`src/rtl/hilo_divider_pkg.sv`:
```
// ============================================================================
// hilo_divider_pkg
//   Shared width default and divider state encoding for the HI/LO divider.
//   Revision: 1.0
// ============================================================================
`default_nettype none

package hilo_divider_pkg;

    localparam int DIV_WIDTH = 32;

    typedef enum logic [1:0] {
        DIV_IDLE = 2'd0,
        DIV_RUN  = 2'd1,
        DIV_FIX  = 2'd2
    } div_state_t;

endpackage

`default_nettype wire

```
`src/rtl/hilo_divider_div_step.sv`:
```
// ============================================================================
// hilo_divider_div_step
//   One combinational restoring-division iteration on unsigned magnitudes.
//   Revision: 1.0
// ============================================================================
`default_nettype none

module hilo_divider_div_step
    import hilo_divider_pkg::*;
#(
    parameter int WIDTH = DIV_WIDTH
) (
    input  logic [WIDTH-1:0] rem_in,
    input  logic [WIDTH-1:0] q_in,
    input  logic [WIDTH-1:0] divisor,
    output logic [WIDTH-1:0] rem_out,
    output logic [WIDTH-1:0] q_out
);

    logic [WIDTH:0] shifted;
    logic [WIDTH:0] diff;
    logic           fits;

    // q_in carries the unconsumed dividend bits at the top and the quotient
    // bits being built at the bottom. The partial remainder is always below
    // the divisor, so the borrow bit of diff is an exact "shifted < divisor".
    always_comb begin
        shifted = {rem_in, q_in[WIDTH-1]};
        diff    = shifted - {1'b0, divisor};
        fits    = ~diff[WIDTH];
        rem_out = fits ? diff[WIDTH-1:0] : shifted[WIDTH-1:0];
        q_out   = {q_in[WIDTH-2:0], fits};
    end

endmodule

`default_nettype wire

```
`src/rtl/hilo_divider.sv`:
```
// ============================================================================
// hilo_divider
//   Multi-cycle signed divide owning HI/LO, with MFHI/MFLO readback and stall.
//   Revision: 1.0
// ============================================================================
`default_nettype none

module hilo_divider
    import hilo_divider_pkg::*;
#(
    parameter int WIDTH = DIV_WIDTH
) (
    input  logic             clock,
    input  logic             reset,
    input  logic             start_div,
    input  logic [WIDTH-1:0] dividend,
    input  logic [WIDTH-1:0] divisor,
    input  logic             mf_hi,
    input  logic             mf_lo,
    output logic [WIDTH-1:0] mf_value,
    output logic             busy,
    output logic             div_stall,
    output logic [WIDTH-1:0] hi,
    output logic [WIDTH-1:0] lo
);

    localparam int               CNT_W    = $clog2(WIDTH);
    localparam logic [CNT_W-1:0] CNT_LAST = CNT_W'(WIDTH - 1);

    function automatic logic [WIDTH-1:0] magnitude(input logic [WIDTH-1:0] v);
        return v[WIDTH-1] ? (~v + 1'b1) : v;
    endfunction

    function automatic logic [WIDTH-1:0] apply_sign(input logic [WIDTH-1:0] v,
                                                    input logic             neg);
        return neg ? (~v + 1'b1) : v;
    endfunction

    div_state_t       state;
    logic [CNT_W-1:0] counter;
    logic [WIDTH-1:0] rem_reg;
    logic [WIDTH-1:0] quo_reg;
    logic [WIDTH-1:0] div_mag;
    logic             quo_neg;
    logic             rem_neg;
    logic             div_zero;

    logic [WIDTH-1:0] rem_next;
    logic [WIDTH-1:0] quo_next;

    hilo_divider_div_step #(
        .WIDTH (WIDTH)
    ) u_div_step (
        .rem_in  (rem_reg),
        .q_in    (quo_reg),
        .divisor (div_mag),
        .rem_out (rem_next),
        .q_out   (quo_next)
    );

    always_ff @(posedge clock or posedge reset) begin
        if (reset) begin
            state    <= DIV_IDLE;
            counter  <= '0;
            rem_reg  <= '0;
            quo_reg  <= '0;
            div_mag  <= '0;
            quo_neg  <= 1'b0;
            rem_neg  <= 1'b0;
            div_zero <= 1'b0;
            hi       <= '0;
            lo       <= '0;
        end else begin
            case (state)
                DIV_IDLE: begin
                    if (start_div) begin
                        rem_reg  <= '0;
                        quo_reg  <= magnitude(dividend);
                        div_mag  <= magnitude(divisor);
                        quo_neg  <= dividend[WIDTH-1] ^ divisor[WIDTH-1];
                        rem_neg  <= dividend[WIDTH-1];
                        div_zero <= (divisor == '0);
                        counter  <= CNT_LAST;
                        state    <= (divisor == '0) ? DIV_FIX : DIV_RUN;
                    end
                end
                DIV_RUN: begin
                    rem_reg <= rem_next;
                    quo_reg <= quo_next;
                    if (counter == '0) begin
                        state <= DIV_FIX;
                    end else begin
                        counter <= counter - 1'b1;
                    end
                end
                DIV_FIX: begin
                    // On divide-by-zero quo_reg still holds |dividend| untouched,
                    // so re-signing it reproduces the original dividend for HI.
                    if (div_zero) begin
                        lo <= '1;
                        hi <= apply_sign(quo_reg, rem_neg);
                    end else begin
                        lo <= apply_sign(quo_reg, quo_neg);
                        hi <= apply_sign(rem_reg, rem_neg);
                    end
                    state <= DIV_IDLE;
                end
                default: begin
                    state <= DIV_IDLE;
                end
            endcase
        end
    end

    assign busy      = (state != DIV_IDLE);
    assign div_stall = busy & (start_div | mf_hi | mf_lo);
    assign mf_value  = mf_hi ? hi : (mf_lo ? lo : '0);

endmodule

`default_nettype wire

```
`config.mk`:
```
export PLATFORM = sky130hd
export DESIGN_NAME = hilo_divider
export DESIGN_NICKNAME = d
export VERILOG_FILES = /design/src/rtl/hilo_divider_pkg.sv /design/src/rtl/hilo_divider_div_step.sv /design/src/rtl/hilo_divider.sv
export SDC_FILE = /design/constraint.sdc
export NUM_CORES = 1
export LEC_CHECK = 0
export ABC_AREA = 1
export BUFFER_PORTS_ARGS = -buffer_cell sky130_fd_sc_hd__buf_2
export CAP_MARGIN = 20
export CORE_MARGIN = 3
export CORE_UTILIZATION = 55
export DETAILED_ROUTE_END_ITERATION = 8
export PLACE_DENSITY_LB_ADDON = 0.12
export SLEW_MARGIN = 20
export SYNTH_ARGS = -nofsm -noshare
export SYNTH_HDL_FRONTEND = slang
export SYNTH_SLANG_ARGS = --single-unit
```
`constraint.sdc`:
```
create_clock -name clock -period 7.9 [get_ports clock]
set_input_delay 1.58 -clock clock [delete_from_list [all_inputs] [get_ports clock]]
set_output_delay 1.58 -clock clock [all_outputs]
set_load 0.05 [all_outputs]
```
==> impl_metrics.csv, run 1 <==
group,metric,value,unit
place,gp_congestion,0.9572,
clock_network,worst_skew_pair.late_latency,450,ps
finish,final_cell_area,0.01588,mm²
route,drt_pre_antenna_iters,6,
place,dpl.cell_count,2693,
timing,rsz0062_at_grt,"no",
finish,finalNonFillerCells,2727,
finish,finalNetCount,2491,
logic_synthesis,syn_inst,2271,
route,routed_wirelength,46980,µm
clock_network,cts_root_buffer,"clkbuf_16",
grt,grt_pass1_wl,74910,µm
logic_synthesis,syn_nets,2379,
flow_run,cap_violations,0,
critical_path,startpoint_type,"primary input",
logic_synthesis,yosys_warnings,0,
logic_synthesis,yosys.area.top_type,"dfrtp_1",
timing,fin_setup_tns,0,ps
place,place_area,0.01527,mm²
critical_path,path_max_fanout,31,
grt,antenna_found_initial,0,
route,vias_per_cell,5.653,
finish,final_common_cell,"nand2_1",
grt,overflow,0,
critical_path,worst_ep_required_time,6320,ps
route,routedWlPerCell,17.23,µm
logic_synthesis,synth-main-ff-cell,"dfrtp_1",
logic_synthesis,postSynth.asyncResetShare,100.0,%
timing,finalHoldViolations,0,
floorplan,die_w,167.2,µm
place,io_buffers,166,
logic_synthesis,synth_edf_count,0,
outcome,status,"complete, no violations",
timing,relSlewSlack,36.49,%
clock_network,htree_levels,4,
logic_synthesis,syn_area,0.01428,mm²
route,vias,15415,
pwr,p_per_area,522.4,mW/mm²
floorplan,ios,167,
finish,final_util,62.69,%
critical_path,timing.critical_path.arrival,3770,ps
floorplan,start_util,56.40,%
critical_path,end_kind,"output pin",
grt,first_global_vias,13987,
pwr,power,8.295,mW
timing,worst_pin_slew,952.6,ps
grt,grt_max_degree,76,
place,dp_hpwl,36840,µm
floorplan,die_h,167.2,µm
clock_network,cts_resized,0,
finish,area_growth,11.16,%
route,ant_nets,0,
logic_synthesis,ys_types,53,
floorplan,coreArea,0.02533,mm²
finish,drive_above_1_share,11.94,%
logic_synthesis,syn_area_per_cell,6.290,µm²
critical_path,critPathKind,"in2out",
timing,finalCritPeriodShare,67.68,%
pwr,p_leak,8.327,nW
clock_network,cts.sinks,170,
clock_network,cts_made_buffers,17,
floorplan,dieArea,0.02794,mm²
clock_network,postCtsHoldBufs,0,
min_path,hold_depth,2,
min_path,holdCritPathClass,"reg2reg",
finish,mostFrequentLayoutCells,"nand2_1 (711), inv_1 (294), nand3_1 (216)",
pwr,ir_worst_vdd,355.0,µV
timing,setup_viol,0,
route,drc,0,
timing,fin_crit,5347,ps
grt,track_usage,33.03,%
clock_network,post_cts_buffers,0,
timing,finalMaxSlewViolations,0,
logic_synthesis,synth_top_area_share,29.78,%
timing,clock_skew,19.42,ps
clock_network,clkTransAtPathRegs,80,ps
logic_synthesis,synth.ff_latch_count,170,
floorplan,num_rows,58,
critical_path,ff2ff_path_depth,16,
clock_network,cts_max_path_buffers,2,
logic_synthesis,ys_seq_area_share,29.78,%
route,drtIter0Drc,1558,
timing,max_freq,187.0,MHz
clock_network,cts_tree,"done",
logic_synthesis,synth_area_leaders,"dfrtp_1 (30%), nand2_1 (19%), inv_1 (7.8%)",
## through the flow
stage                     setup WS [ps]  hold WS [ps]
after detailed placement           2544         473.0
after global placement             2701         464.8
after global routing               2259         504.7
final                              2553         486.9
after floorplan                    1717         449.0
after CTS                          2550         488.9
## metal layers
layer,share of wire [%],wire length (µm),track usage [%],vias to the layer above
met4,2.0,949,7.720,0
met1,46,21700,49.03,7180
li1,-,-,-,7546
met3,7.9,3711,4.816,64
met5,0,0,0,-
met2,44,20620,51.37,625
## worst paths after layout
path                             startpoint            to  slack (ps)
worst max-delay path                  mf_hi  mf_value[12]        2550
worst min register to register  div_mag[30]   div_mag[30]         490
worst max register to register  quo_reg[31]   rem_reg[31]        4870
worst min-delay path            div_mag[30]   div_mag[30]         490
max in group asynchronous             reset   quo_reg[14]        5580
min in group asynchronous             reset    rem_reg[0]        1090
## worst max-delay path: stages
cell      delay (ps)
buf_2            470
clkinv_1         740
nand2_1          580
o21ai_0          150
buf_2            230
## kinds of logic after synthesis
| logic type | after synthesis | share of synthesized area (%) |
|---|---|---|
| xor gates and xnor gates | 62 | 3.802 |
| and+or+nand+nor | 1278 | 38.87 |
| adders and majority gates | 39 | 3.469 |
| AOI/OAI and AO/OA | 327 | 13.34 |
| DFF | 170 | 29.78 |
| buffers and inverters | 395 | 10.74 |
## final cells by class
cell class,instances,area (µm²)
clock buffers,17,425.4
diodes,1,2.502
fillers,2485,9449
flip-flops and latches,170,4254
inverters,310,1169
well taps,330,412.9
multi-input cells,1706,8518
clock inverters,15,167.7
repair buffers,178,928.4
## report_power, final
part           leakage, nW  total, mW  switching (mW)  internal (mW)
sequential            2.02       1.86           0.560           1.30
clock                0.295      0.871           0.418          0.452
combinational         6.01       5.57            3.92           1.65
total                 8.33       8.29            4.90           3.40
## Yosys cell counts (all sizes together) (6+ instances only)
master and n:
o21ai 134, o221ai 7, o22a 6, nand2 740, o211ai 23, buf 23, or2 6, nand3 228
clkbuf 62, a21oi 97, ha 38, inv 308, nor2 218, nand4 38, xor2 51, nand3b 16
dfrtp 170, nor3 23, xnor2 11, a22oi 38
(Power assumes the default switching activity.)
==> run 2, diff against run 1 <==
==> constraint.sdc (replaced) <==
create_clock -name clock -period 5.2 [get_ports clock]
set_input_delay 1.04 -clock clock [delete_from_list [all_inputs] [get_ports clock]]
set_output_delay 1.04 -clock clock [all_outputs]
set_load 0.05 [all_outputs]
==> run 2 against run 1 <==
Against the previous run: worst hold slack improved by 0.79 ps; routed wire length increased by 0.86%; final cell count unchanged; die area unchanged; critical endpoint is now mf_value[9]; clock power grew 54%; combinational power is 53% higher; global-route usage rose by 0.57 points.
==> impl_metrics.csv, run 2 (synthesis gave the netlist of run 1 again) <==
group,metric,value,unit
outcome,status,"complete, no violations",
clock_network,htree_levels,4,
timing,clock_skew,14.77,ps
floorplan,num_rows,58,
pwr,p_per_area,795.6,mW/mm²
grt,grt_pass1_wl,75950,µm
floorplan,ios,167,
route,wl_met2,20440,µm
finish,drive_above_1_share,11.97,%
min_path,holdCritStartpoint,"div_mag[30]",
min_path,hold_depth,2,
floorplan,dieArea,0.02794,mm²
clock_network,cts_max_path_buffers,2,
route,routed_wirelength,47380,µm
timing,setup_viol,0,
clock_network,worst_skew_pair.late_latency,440,ps
route,drt_pre_antenna_iters,6,
timing,finalCritPeriodShare,66.93,%
min_path,hold_end,"div_mag[30]",
clock_network,post_cts_buffers,0,
pwr,p_int,5.180,mW
critical_path,end_kind,"output pin",
timing,fin_crit,3480,ps
timing,finalHoldViolations,0,
critical_path,worst_ep_required_time,4160,ps
finish,final_util,62.85,%
route,ant_nets,0,
timing,relSlewSlack,26.36,%
clock_network,cts.sinks,170,
pwr,p_switching,7.485,mW
finish,mostFrequentLayoutCells,"nand2_1 (711), inv_1 (294), nand3_1 (216)",
finish,finalNetCount,2492,
route,drc,0,
finish,area_growth,11.44,%
route,topRoutingLayerUsed,"met4",
floorplan,die_h,167.2,µm
place,gp_congestion,0.9594,
critical_path,rr_endpoint,"rem_reg[30]",
timing,finalMaxSlewViolations,0,
grt,first_global_vias,14329,
route,routedWlPerCell,17.37,µm
timing,rsz0062_at_grt,"no",
critical_path,ff2ff_path_depth,16,
timing,fin_setup_tns,0,ps
grt,grt_max_degree,171,
clock_network,cts_root_buffer,"clkbuf_16",
critical_path,startpoint_type,"primary input",
floorplan,coreArea,0.02533,mm²
finish,num_antenna_cells,0,
flow_run,cap_violations,0,
pwr,power,12.66,mW
clock_network,cts_made_buffers,17,
pwr,combPwrFrac,67.1,%
critical_path,timing.critical_path.arrival,2440,ps
pwr,switching_share,59.10,%
pwr,seq_power_share,22.3,%
route,dr_wl_met3,3757,µm
critical_path,path_max_fanout,31,
clock_network,clkTransAtPathRegs,70,ps
timing,worst_pin_slew,1105,ps
grt,antenna_found_initial,0,
route,vias,15435,
route,drtIter0Drc,1430,
floorplan,die_w,167.2,µm
clock_network,cts_tree,"done",
critical_path,critPathKind,"in2out",
grt,track_usage,33.60,%
place,io_buffers,166,
min_path,holdCritPathClass,"reg2reg",
pwr,ir_worst_vdd,593.2,µV
clock_network,cts_resized,0,
critical_path,r2r_start,"quo_reg[31]",
grt,overflow,0,
clock_network,postCtsHoldBufs,0,
finish,final_common_cell,"nand2_1",
route,wl_met1,21780,µm
route,vias_per_cell,5.660,
place,dp_hpwl,36750,µm
timing,max_freq,287.3,MHz
pwr,p_leak,8.333,nW
floorplan,start_util,56.40,%
pwr,p_clk_share,10.6,%
critical_path,r2r_slack,2230,ps
[run 2: worst max-delay path, stage by stage]
cell	delay, ps
buf_2	460
clkinv_1	190
buf_4	260
o21ai_0	190
buf_2	290
[run 2: worst max-delay path by stage]
stage / start / to / slack (ps) / cells past startpoint
floorplan: mf_hi / mf_value[22] / 1660 / 3
global placement: mf_hi / mf_value[9] / 1830 / 5
detailed placement: mf_hi / mf_value[9] / 1750 / 5
CTS: mf_hi / mf_value[9] / 1740 / 5
global route: mf_hi / mf_value[9] / 1570 / 5
finish: mf_hi / mf_value[9] / 1720 / 5
[run 2: power groups by stage]
stage | clock network (mW) | logic (mW) | registers, mW
global placement | 0 | 8.23 | 2.77
finish | 1.34 | 8.50 | 2.83
floorplan | 0 | 5.78 | 3.21
global route | 1.39 | 9.42 | 2.88
detailed placement | 0 | 8.37 | 2.80
CTS | 1.34 | 8.40 | 2.78
[run 2: area by class of cell]
cell class | instances | area, µm²
sequential | 170 | 4254
tap | 330 | 412.9
clock buffer | 17 | 425.4
clock inverter | 15 | 178.9
multi-input combinational | 1706 | 8518
timing repair buffer | 179 | 960.9
inverter | 310 | 1167
fill | 2467 | 9409
[run 2: stage by stage]
stage | hold WS [ps] | setup slack, ps | cells | area [µm²]
floorplan | 449.0 | 1661 | 2271 | 14290
global placement | 464.3 | 1828 | 2694 | 15290
detailed placement | 468.9 | 1753 | 2694 | 15290
CTS | 488.1 | 1743 | 2726 | 15890
global route | 512.5 | 1568 | 2727 | 15920
finish | 487.7 | 1720 | 2727 | 15920
[run 2: routing by layer]
layer	track usage, %	vias up
met1	49.71	7180
met3	4.651	85
met2	51.42	627
met5	0	-
met4	10.25	0
li1	-	7543
==> run 3, diff against run 2 <==
==> constraint.sdc (replaced) <==
create_clock -name clock -period 3.2 [get_ports clock]
set_input_delay 0.64 -clock clock [delete_from_list [all_inputs] [get_ports clock]]
set_output_delay 0.64 -clock clock [all_outputs]
set_load 0.05 [all_outputs]
==> run 3 against run 2 <==
Against the previous run: the flow now finishes with violations (DRC); core utilization up 0.58 points; sequential cell count unchanged; routed wire length barely moved; total power up 63%; combinational power is 64% higher; clock skew fell by 2.4 ps; clock power up 57%; clock-buffer cell count is 1 higher.
==> impl_metrics.csv, run 3 (synthesis gave the netlist of run 1 again) <==
group,metric,value,unit
floorplan,coreArea,0.02533,mm²
critical_path,critPathMaxStageDelay,410,ps
clock_network,postCtsHoldBufs,0,
min_path,holdCritPathClass,"in2async",
route,ant_nets,0,
clock_network,cts_made_buffers,17,
timing,finalHoldViolations,0,
finish,finalNetCount,2508,
route,vias,15535,
finish,num_antenna_cells,0,
finish,final_util,63.43,%
clock_network,cts_tree,"done",
critical_path,rr_endpoint,"rem_reg[30]",
finish,drive_above_1_share,12.56,%
timing,finalCritPeriodShare,84.83,%
place,place_area,0.01547,mm²
critical_path,path_max_fanout,19,
clock_network,post_cts_buffers,0,
timing,worst_pin_slew,868.9,ps
floorplan,start_util,56.40,%
timing,clock_skew,12.36,ps
finish,area_growth,12.47,%
grt,grt_pass1_wl,76890,µm
critical_path,critPathKind,"reg2reg",
clock_network,cts_resized,0,
grt,antenna_found_initial,1,
critical_path,setup.worst_path.start,"quo_reg[31]",
timing,fin_crit,2715,ps
pwr,p_leak,8.424,nW
pwr,p_switching,12.17,mW
critical_path,end_kind,"register",
clock_network,cts_max_path_buffers,2,
route,routed_wirelength,47360,µm
critical_path,r2r_slack,490,ps
critical_path,ff2ff_path_depth,16,
finish,finalNonFillerCells,2742,
timing,rsz0062_at_grt,"no",
pwr,seq_power_share,22.3,%
outcome,status,"finished, violations left",
pwr,combPwrFrac,67.5,%
critical_path,cpMostUsedCell,"nand2_1",
pwr,ir_worst_vdd,749.2,µV
timing,relSlewSlack,42.07,%
pwr,p_int,8.501,mW
pwr,switching_share,58.86,%
route,routedWlPerCell,17.27,µm
grt,overflow,0,
clock_network,cts_root_buffer,"clkbuf_16",
route,vias_per_cell,5.666,
route,drtIter0Drc,1757,
place,io_buffers,166,
clock_network,htree_levels,4,
floorplan,die_w,167.2,µm
floorplan,ios,167,
pwr,p_per_area,1286,mW/mm²
floorplan,die_h,167.2,µm
route,drc,1,
place,dpl.cell_count,2711,
floorplan,num_rows,58,
timing,setup_viol,0,
place,dp_hpwl,37420,µm
grt,first_global_vias,14426,
critical_path,startpoint_type,"register",
critical_path,timing.critical_path.arrival,3080,ps
finish,final_cell_area,0.01606,mm²
timing,max_freq,368.4,MHz
flow_run,cap_violations,0,
critical_path,worst_ep_required_time,3570,ps
place,gp_congestion,0.9749,
finish,mostFrequentLayoutCells,"nand2_1 (711), inv_1 (295), nand3_1 (216)",
floorplan,dieArea,0.02794,mm²
clock_network,worst_skew_pair.late_latency,430,ps
critical_path,cpMaxStageDelayCell,"dfrtp_1",
timing,finalMaxSlewViolations,0,
finish,final_common_cell,"nand2_1",
route,drt_pre_antenna_iters,9,
clock_network,clkTransAtPathRegs,70,ps
timing,hold_ws,362.6,ps
critical_path,r2r_start,"quo_reg[31]",
outcome,violations,"DRC",
finish,multi_input_area,0.008521,mm²
critical_path,path_cells,"inv_1 -> ha_1 -> fa_1 -> inv_1 -> nand2_1 -> nand2_1 -> nand3_1 -> nand2_2 -> nand2_2 -> nand2_4 -> nand2_4 -> nand3_4 -> nand3_1 -> nand2_1 -> nand2_1 -> nand2_1",
timing,fin_setup_tns,0,ps
finish,ff_latch_area,0.004254,mm²
finish,fillers,2413,
grt,track_usage,33.69,%
clock_network,cts.sinks,170,
grt,grt_max_degree,40,
pwr,p_clk_share,10.2,%
==> run 3: changes by cell type in the layout (fill, tap and decap cells not counted), moves of 2 or more <==
cell      change
buf_12        +3
inv_6         +2
buf_4        +13
clkinv_8      -2
==> run 3: how the worst max path moves through the flow <==
stage,slack (ps),depth (start not counted),end
global placement,640,17,rem_reg[29]
detailed placement,560,16,rem_reg[29]
CTS,520,16,rem_reg[29]
global route,270,16,rem_reg[29]
floorplan,390,1,counter[0]
finish,490,16,rem_reg[30]
==> run 3: critical path: cells and delay by family, from the launching register on <==
family | cells | cell delay, ps
fa+ha+maj | 2 | 680
flops | 1 | 410
buf+inv | 2 | 270
simple gates | 12 | 1310
==> run 3: final cells by class <==
class / instances / area share [%]
clock inverters: 13 / 0.9424
repair buffers: 195 / 6.963
flip-flops and latches: 170 / 26.48
multi-input cells: 1706 / 53.04
well taps: 330 / 2.570
inverters: 310 / 7.267
clock buffers: 18 / 2.734
==> run 3: power by group through the flow <==
stage	combinational, mW	sequential [mW]	clock [mW]
floorplan	9.38	5.22	0
global placement	13.5	4.53	0
detailed placement	13.8	4.56	0
CTS	13.8	4.53	2.12
global route	15.5	4.70	2.21
finish	13.9	4.60	2.11
==> run 3: through the flow <==
| step | worst slack (ps) | total power [mW] |
|---|---|---|
| after floorplan | 391.3 | 14.61 |
| after global placement | 636.5 | 18.04 |
| after detailed placement | 557.8 | 18.31 |
| after CTS | 517.4 | 20.45 |
| after global routing | 272.4 | 22.38 |
| final | 485.5 | 20.67 |
==> run 3: metal layers <==
layer | up-vias | routed length [µm] | global-route usage, %
met1 | 7245 | 21960 | 50.74
met3 | 69 | 3998 | 5.099
li1 | 7569 | - | -
met4 | 0 | 884 | 7.649
met2 | 652 | 20510 | 51.55
met5 | - | 0 | 0
